--- src/rtl/bcd_ndigit_conv.sv ---
// bcd_ndigit_conv: sequential binary-to-BCD converter for the multi-digit display path.
// The operand is divided by ten bit-serially, MSB first. Each pass of WIDTH cycles yields
// one remainder, which becomes the next BCD digit. The quotient is fed back as the next
// dividend. Results are presented all at once, so they stay stable for the display scanner.
//
// Ports:
//   clk      system clock, rising edge
//   rst      synchronous active-high reset
//   start    conversion request, honoured only while ready=1
//   value    WIDTH-bit unsigned operand, captured on the accepting edge
//   ready    idle, can accept start
//   done     one-cycle pulse when new digits/blank/overflow are presented
//   digits   packed BCD, digits[3:0] is the least significant digit
//   blank    per-digit leading-zero flag; bit 0 is never set
//   overflow last operand did not fit in DIGITS decimal digits
module bcd_ndigit_conv #(
    parameter int unsigned WIDTH  = 14,
    parameter int unsigned DIGITS = 4
) (
    input  logic                  clk,
    input  logic                  rst,
    input  logic                  start,
    input  logic [WIDTH-1:0]      value,
    output logic                  ready,
    output logic                  done,
    output logic [4*DIGITS-1:0]   digits,
    output logic [DIGITS-1:0]     blank,
    output logic                  overflow
);

    localparam int unsigned CW = $clog2(WIDTH + 1);
    localparam int unsigned KW = $clog2(DIGITS + 1);

    localparam logic [CW-1:0]     CntLast  = CW'(WIDTH - 1);
    localparam logic [KW-1:0]     KLast    = KW'(DIGITS - 1);
    localparam logic [DIGITS-1:0] BlankRst = ~(DIGITS'(1));

    typedef enum logic [1:0] {StIdle, StDiv, StStore, StFin} state_e;

    state_e                state_q, state_d;
    logic [WIDTH-1:0]      div_q, div_d;
    logic [3:0]            rem_q, rem_d;
    logic [CW-1:0]         cnt_q, cnt_d;
    logic [KW-1:0]         k_q, k_d;
    logic [4*DIGITS-1:0]   work_q, work_d;
    logic [4*DIGITS-1:0]   digits_q, digits_d;
    logic [DIGITS-1:0]     blank_q, blank_d;
    logic                  ovf_q, ovf_d;
    logic                  done_q, done_d;

    logic [4:0]            t;
    logic                  qbit;
    logic [DIGITS-1:0]     blank_nx;
    logic                  allz;

    // Leading-zero flags from the freshly converted digits, scanning from the top digit down.
    always_comb begin
        blank_nx = '0;
        allz     = 1'b1;
        for (int i = int'(DIGITS) - 1; i >= 0; i--) begin
            if (work_q[4*i +: 4] != 4'd0) begin
                allz = 1'b0;
            end
            blank_nx[i] = (i != 0) && allz;
        end
    end

    always_comb begin
        state_d  = state_q;
        div_d    = div_q;
        rem_d    = rem_q;
        cnt_d    = cnt_q;
        k_d      = k_q;
        work_d   = work_q;
        digits_d = digits_q;
        blank_d  = blank_q;
        ovf_d    = ovf_q;
        done_d   = 1'b0;
        t        = {rem_q, div_q[WIDTH-1]};
        qbit     = 1'b0;

        case (state_q)
            StIdle: begin
                if (start) begin
                    div_d   = value;
                    rem_d   = '0;
                    cnt_d   = '0;
                    k_d     = '0;
                    state_d = StDiv;
                end
            end
            StDiv: begin
                // Restoring division step; t never exceeds 19 since rem stays at most 9.
                if (t >= 5'd10) begin
                    rem_d = 4'(t - 5'd10);
                    qbit  = 1'b1;
                end else begin
                    rem_d = t[3:0];
                end
                div_d = {div_q[WIDTH-2:0], qbit};
                cnt_d = cnt_q + CW'(1);
                if (cnt_q == CntLast) begin
                    state_d = StStore;
                end
            end
            StStore: begin
                for (int i = 0; i < int'(DIGITS); i++) begin
                    if (KW'(i) == k_q) begin
                        work_d[4*i +: 4] = rem_q;
                    end
                end
                rem_d = '0;
                cnt_d = '0;
                if (k_q == KLast) begin
                    state_d = StFin;
                end else begin
                    k_d     = k_q + KW'(1);
                    state_d = StDiv;
                end
            end
            StFin: begin
                // Any quotient left after DIGITS passes means the operand did not fit.
                ovf_d    = |div_q;
                digits_d = work_q;
                blank_d  = blank_nx;
                done_d   = 1'b1;
                state_d  = StIdle;
            end
            default: begin
                state_d = StIdle;
            end
        endcase
    end

    always_ff @(posedge clk) begin
        if (rst) begin
            state_q  <= StIdle;
            div_q    <= '0;
            rem_q    <= '0;
            cnt_q    <= '0;
            k_q      <= '0;
            work_q   <= '0;
            digits_q <= '0;
            blank_q  <= BlankRst;
            ovf_q    <= 1'b0;
            done_q   <= 1'b0;
        end else begin
            state_q  <= state_d;
            div_q    <= div_d;
            rem_q    <= rem_d;
            cnt_q    <= cnt_d;
            k_q      <= k_d;
            work_q   <= work_d;
            digits_q <= digits_d;
            blank_q  <= blank_d;
            ovf_q    <= ovf_d;
            done_q   <= done_d;
        end
    end

    assign ready    = (state_q == StIdle);
    assign done     = done_q;
    assign digits   = digits_q;
    assign blank    = blank_q;
    assign overflow = ovf_q;

endmodule

--- config.mk ---
export PLATFORM = sky130hd
export DESIGN_NAME = bcd_ndigit_conv
export DESIGN_NICKNAME = d
export VERILOG_FILES = /design/src/rtl/bcd_ndigit_conv.sv
export SDC_FILE = /design/constraint.sdc
export NUM_CORES = 1
export LEC_CHECK = 0
export CAP_MARGIN = 0
export CORE_ASPECT_RATIO = 0.8
export CORE_MARGIN = 3
export CORE_UTILIZATION = 47
export CTS_CLUSTER_SIZE = 25
export DETAILED_ROUTE_END_ITERATION = 12
export GPL_TIMING_DRIVEN = 0
export PLACE_DENSITY_LB_ADDON = 0.3
export SKIP_LAST_GASP = 1
export SLEW_MARGIN = 20
export SYNTH_ARGS = -nofsm -noshare
export SYNTH_HDL_FRONTEND = slang
export SYNTH_SLANG_ARGS = --single-unit
export TNS_END_PERCENT = 20
--- constraint.sdc ---
create_clock -name clk -period 2.2 [get_ports clk]
set_input_delay 0.44 -clock clk [delete_from_list [all_inputs] [get_ports clk]]
set_output_delay 0.44 -clock clk [all_outputs]
set_load 0.05 [all_outputs]
# Word level (Yosys, flattened, before mapping)
# Cells that the tools add are included.
word_totals:
  out_inout_bits: 23
  inputBits: 17
  latchBits: 0
  mem_count: 0
  ramBits: 0
  word_cells: 63
  rom_bits: 0
  register_bits: 64
op_classes:
  shift: 0
  n_div: 0
  n_eq_ne: 11
  n_mul: 0
  n_reduce_logical: 17
  bitwise_logic: 0
  n_lt_le_gt_ge: 1
  add_sub_neg: 3
  n_mux: 18
op_table:
  columns: ["op", "n"]
  rows:
  - ["14-bit case mux with 2 select lines", 1]
  - ["4-bit case mux with 3 select lines", 2]
  - ["14-bit two-way mux", 1]
  - ["2-bit AND reduction", 7]
  - ["14-bit OR reduction", 1]
  - ["4-bit nonzero test", 3]
  - ["4-bit two-way mux", 2]
  - ["2-bit case mux with 4 select lines", 1]
  - ["2-bit by 3-bit equality test with 1-bit output (first input constant)", 2]
  - ["2-bit two-way mux", 3]
  - ["3-bit two-way mux", 2]
  - ["2-bit inequality test (second input constant)", 3]
  - ["3-bit case mux with 2 select lines", 1]
  - ["5-bit by 4-bit greater-or-equal comparator with 1-bit output (second input constant)", 1]
  - ["1-bit two-way mux", 5]
  - ["4-bit by 1-bit adder with 4-bit output (second input constant)", 1]
  - ["2-bit equality test (second input constant)", 2]
  - ["4-bit equality test (second input constant)", 1]
  - ["2-bit nonzero test", 2]
  - ["4-bit subtractor (second input constant)", 1]
  - ["3-bit by 1-bit adder with 3-bit output (second input constant)", 1]
  - ["1-bit by 3-bit equality test with 1-bit output (first input constant)", 1]
  - ["3-bit by 2-bit equality test with 1-bit output (second input constant)", 1]
  - ["3-bit logical NOT", 1]
  - ["other kinds (4)", 4]

# Depth between registers and ports, before layout
depth:
  ltp_word: 4
  mapped_depth: 7
  ltp_nobuf: 6

# Worst setup path before layout
# No wires, ideal clock.
synth_path:
  kind: "reg-to-output"
  from: "register state_q[1]"
  to: "output port ready"
  path_buffers: 2
  path_stages_with_launch: 4
  t_arrival_ps: 1334
  t_required_ps: 1760
  path_slack_ps: 426
  path_cell_list: "dfxtp_1 buf_4 buf_4 nor2_1"
synth_via:
  elab_chain_len: 1
synth_rtl:
  columns: ["item", "line", "rtl"]
  rows:
  - ["start, declared", "40", "state_e state_q, state_d;"]
  - ["start signal, assigned", "137", "state_q <= StIdle;"]
  - ["start signal, assigned", "148", "state_q <= state_d;"]
  - ["2-bit logical NOT", "161", "assign ready = (state_q == StIdle);"]
  - ["end, declared", "24", "output logic ready,"]
# Every way passes these cells.

# Worst setup path in the final report
# Same ends and word-level chain as after synthesis.

==> reports/metrics.cfg <==
[status]
outcome = completed

[route]
ant_nets = 0
routedWlPerCell_um = 14.18
drt-pass1-iter-count = 5
via_count = 2564
drt_iter0_drc = 151
drc = 0
via_per_inst = 5.432
routed_wl_um = 6694

[hold_path]
holdPathStages = 2
hold_class = flip-flop to flip-flop
min-delay-start = digits[11]
holdPathEnd = digits[11]

[layout]
area_growth_pct = 24.46
drive_above_1_share = 0.1142
diodes = 0
regArea_um2 = 1281
fill_cells = 515
multi_input_area_um2 = 1390
fin_util = 0.6292
fin_nets = 414
stdcell_area_um2 = 3552
stdcell_count = 472

[worst_setup_path]
crit_buf_inv = 3
cp_max_fo = 10
r2r-start = rem_q[0]
reg2reg_depth = 7
crit_path_start_kind = flip-flop
cpLargestDelayFamily = buffers and inverters
path_common_cell = buf_4
crit_type = flip-flop to output port
cp-end-kind = output port
cp_slowest_stage_delay_ns = 0.37
rrSetupSlack_ns = 0.35
cp.arrival_ns = 1.52
worstReg2RegEnd = rem_q[2]
cp_slowest_cell = dfxtp_1
crit_chain = buf_4 > buf_4 > nor2_1 > clkbuf_2
cp_data_required_time_ns = 1.76

[place]
dp_hpwl_um = 4780
placed_area_um2 = 3322
dpl.cell_count = 456
place.gp.congestion = 0.8263
numPortBuffers = 37

[sta]
skew_ns = 0.008041
period_minus_slack_ns = 1.957
min_period_over_period = 0.8893
finalSetupViolCount = 0
timing.fmax_mhz = 511.1
whs_ns = 0.4560
worstMarginPinSlew_ns = 0.5458
hold_viol_final = 0
slew_headroom = 0.6361
rsz0062_at_grt = false
fin_setup_tns_ns = 0
maxSlewViolCount = 0

[yosys]
yosys_warnings = 0
synth-seq-cells = 64
synth_area_um2 = 2854
syn_avg_cell_area_um2 = 8.369
netlist_top_cells_count = dfxtp_1 (64), nor2_1 (64), a21oi_1 (40)
synth-edff-count = 0
netlist_instances = 341
yosysUniqueCellTypes = 45
synth.area.top_cells = dfxtp_1 (45%), nor2_1 (8.4%), a21oi_1 (7.0%)
synth_flop_cell = dfxtp_1
synthArstFlopShare = 0
syn_nets = 366
yosysTopAreaCellShare = 0.4489
synth_seq_area_share = 0.4489
synth_area_leader_cell = dfxtp_1

[floorplan]
pin_count = 40
die-area_um2 = 7049
die_y_um = 75.70
row_count = 24
fp.coreArea_um2 = 5645
die_x_um = 93.12
initial_core_util = 0.5055

[power_and_ir_drop]
sequentialPowerShare = 0.465
pwr-share-clk = 0.458
power_frac_comb = 0.078
leakagePower_nw = 1.342
powerDensity_nw_per_um2 = 735.7
p_int_mw = 2.020
p_sw_frac = 0.2269
ir_drop_mv = 0.5772
power.switching_mw = 0.5930

[clock_tree]
root_buffer = clkbuf_8
clk_pin_slew_worst_paths_ns = 0.07
clk_latency_ns = 0.34
post_cts_buffers = 0
cts_tree = built
cts-htree-levels = 3
cts_buffer_depth = 2
clock_sinks = 64
cts_inserted_buffers = 9
ctsHoldBuffers = 0

[global_route]
grt_start_max_net_pins = 12
track_usage = 0.2016
antenna_found_initial = 0
grt_pass1_wl_um = 11030
grt-ovfl-total = 0
grt_pass1_vias = 2230

[run]
max_cap_violations = 0

[power by group through the flow]
stage | Clock, mW | Sequential, mW | Combinational (mW)
global route | 1.27 | 1.22 | 0.223
CTS | 1.21 | 1.21 | 0.201
floorplan | 0 | 1.23 | 0.138
finish | 1.20 | 1.21 | 0.203
global placement | 0 | 1.24 | 0.200
detailed placement | 0 | 1.24 | 0.201
[worst max path at each step]
stage,endpoint,cells past startpoint,from,slack (ns)
final,ready,4,state_q[1],0.24
after CTS,ready,4,state_q[1],0.004
after global placement,ready,4,state_q[1],0.1
after detailed placement,ready,4,state_q[1],0.1
after floorplan,ready,3,state_q[1],0.43
after global routing,ready,4,state_q[1],0.18
[timing repair]
| item | CTS | global route |
|---|---|---|
| gates resized for setup | 1 | 2 |
| endpoints found under the setup margin | 1 | 1 |
| cloned | 0 | 0 |
[cells in the final DEF (no fill, tap or decap), types with 3 or more instances in the layout]
cell and instances:
a31oi_1 4, and2_1 4, buf_2 11, clkdlybuf4s50_1 36, clkbuf_8 9, nor4_1 5
o22ai_1 3, nor3_1 9, a21oi_1 40, nand2b_1 4, inv_1 12, a2bb2oi_1 4
dfxtp_1 64, o21ai_0 5, clkbuf_1 11, bufinv_16 3, ha_1 8, nor2_1 64
nand2_1 36, o221a_2 3, mux2i_1 16, buf_4 5
[kinds of logic (layout without fill, tap and decap cells)]
group	after synthesis	in the layout	share of synthesized area
buf+inv	40	93	0.06401
flops	64	64	0.4489
fa+ha+maj	8	8	0.03507
mux	16	16	0.05611
simple gates	140	140	0.2280
compound gates	72	72	0.1666
other cells	1	1	0.001314
[final cells by class]
cell class,count,area share
multi-input combinational,237,0.3913
sequential,64,0.3607
timing repair buffer,37,0.1029
buffer,27,0.03769
clock buffer,10,0.03593
clock inverter,6,0.03029
tap,78,0.02747
inverter,13,0.01374
[layer usage]
metal,GRT usage,share of wire,wire (µm),vias to the layer above
met4,0.03740,0.0052,35,0
met1,0.2837,0.49,3273,1207
li1,-,-,-,1260
met2,0.2969,0.43,2867,92
met5,0,0,0,-
met3,0.07996,0.077,517,5
[stage by stage]
step                power (mW)  setup slack [ns]
floorplan                1.368            0.4259
global placement         1.438           0.09846
detailed placement       1.440           0.09650
CTS                      2.627          0.004410
global route             2.706            0.1757
finish                   2.613            0.2434
[tightest hold or removal path, delay by kind of cell (launching register included)]
kind            cells  cell delay (ns)
simple gates        1             0.05
flops               1             0.31
compound gates      1             0.05
[sequential cells by signal, indices dropped and copies added (netlist names)]
register,flops
blank,3
cnt_q,4
digits,16
div_q,14
done,1
k_q,3
overflow,1
rem_q,4
state_q,2
work_q,16
Power figures use the tool's default switching activity.
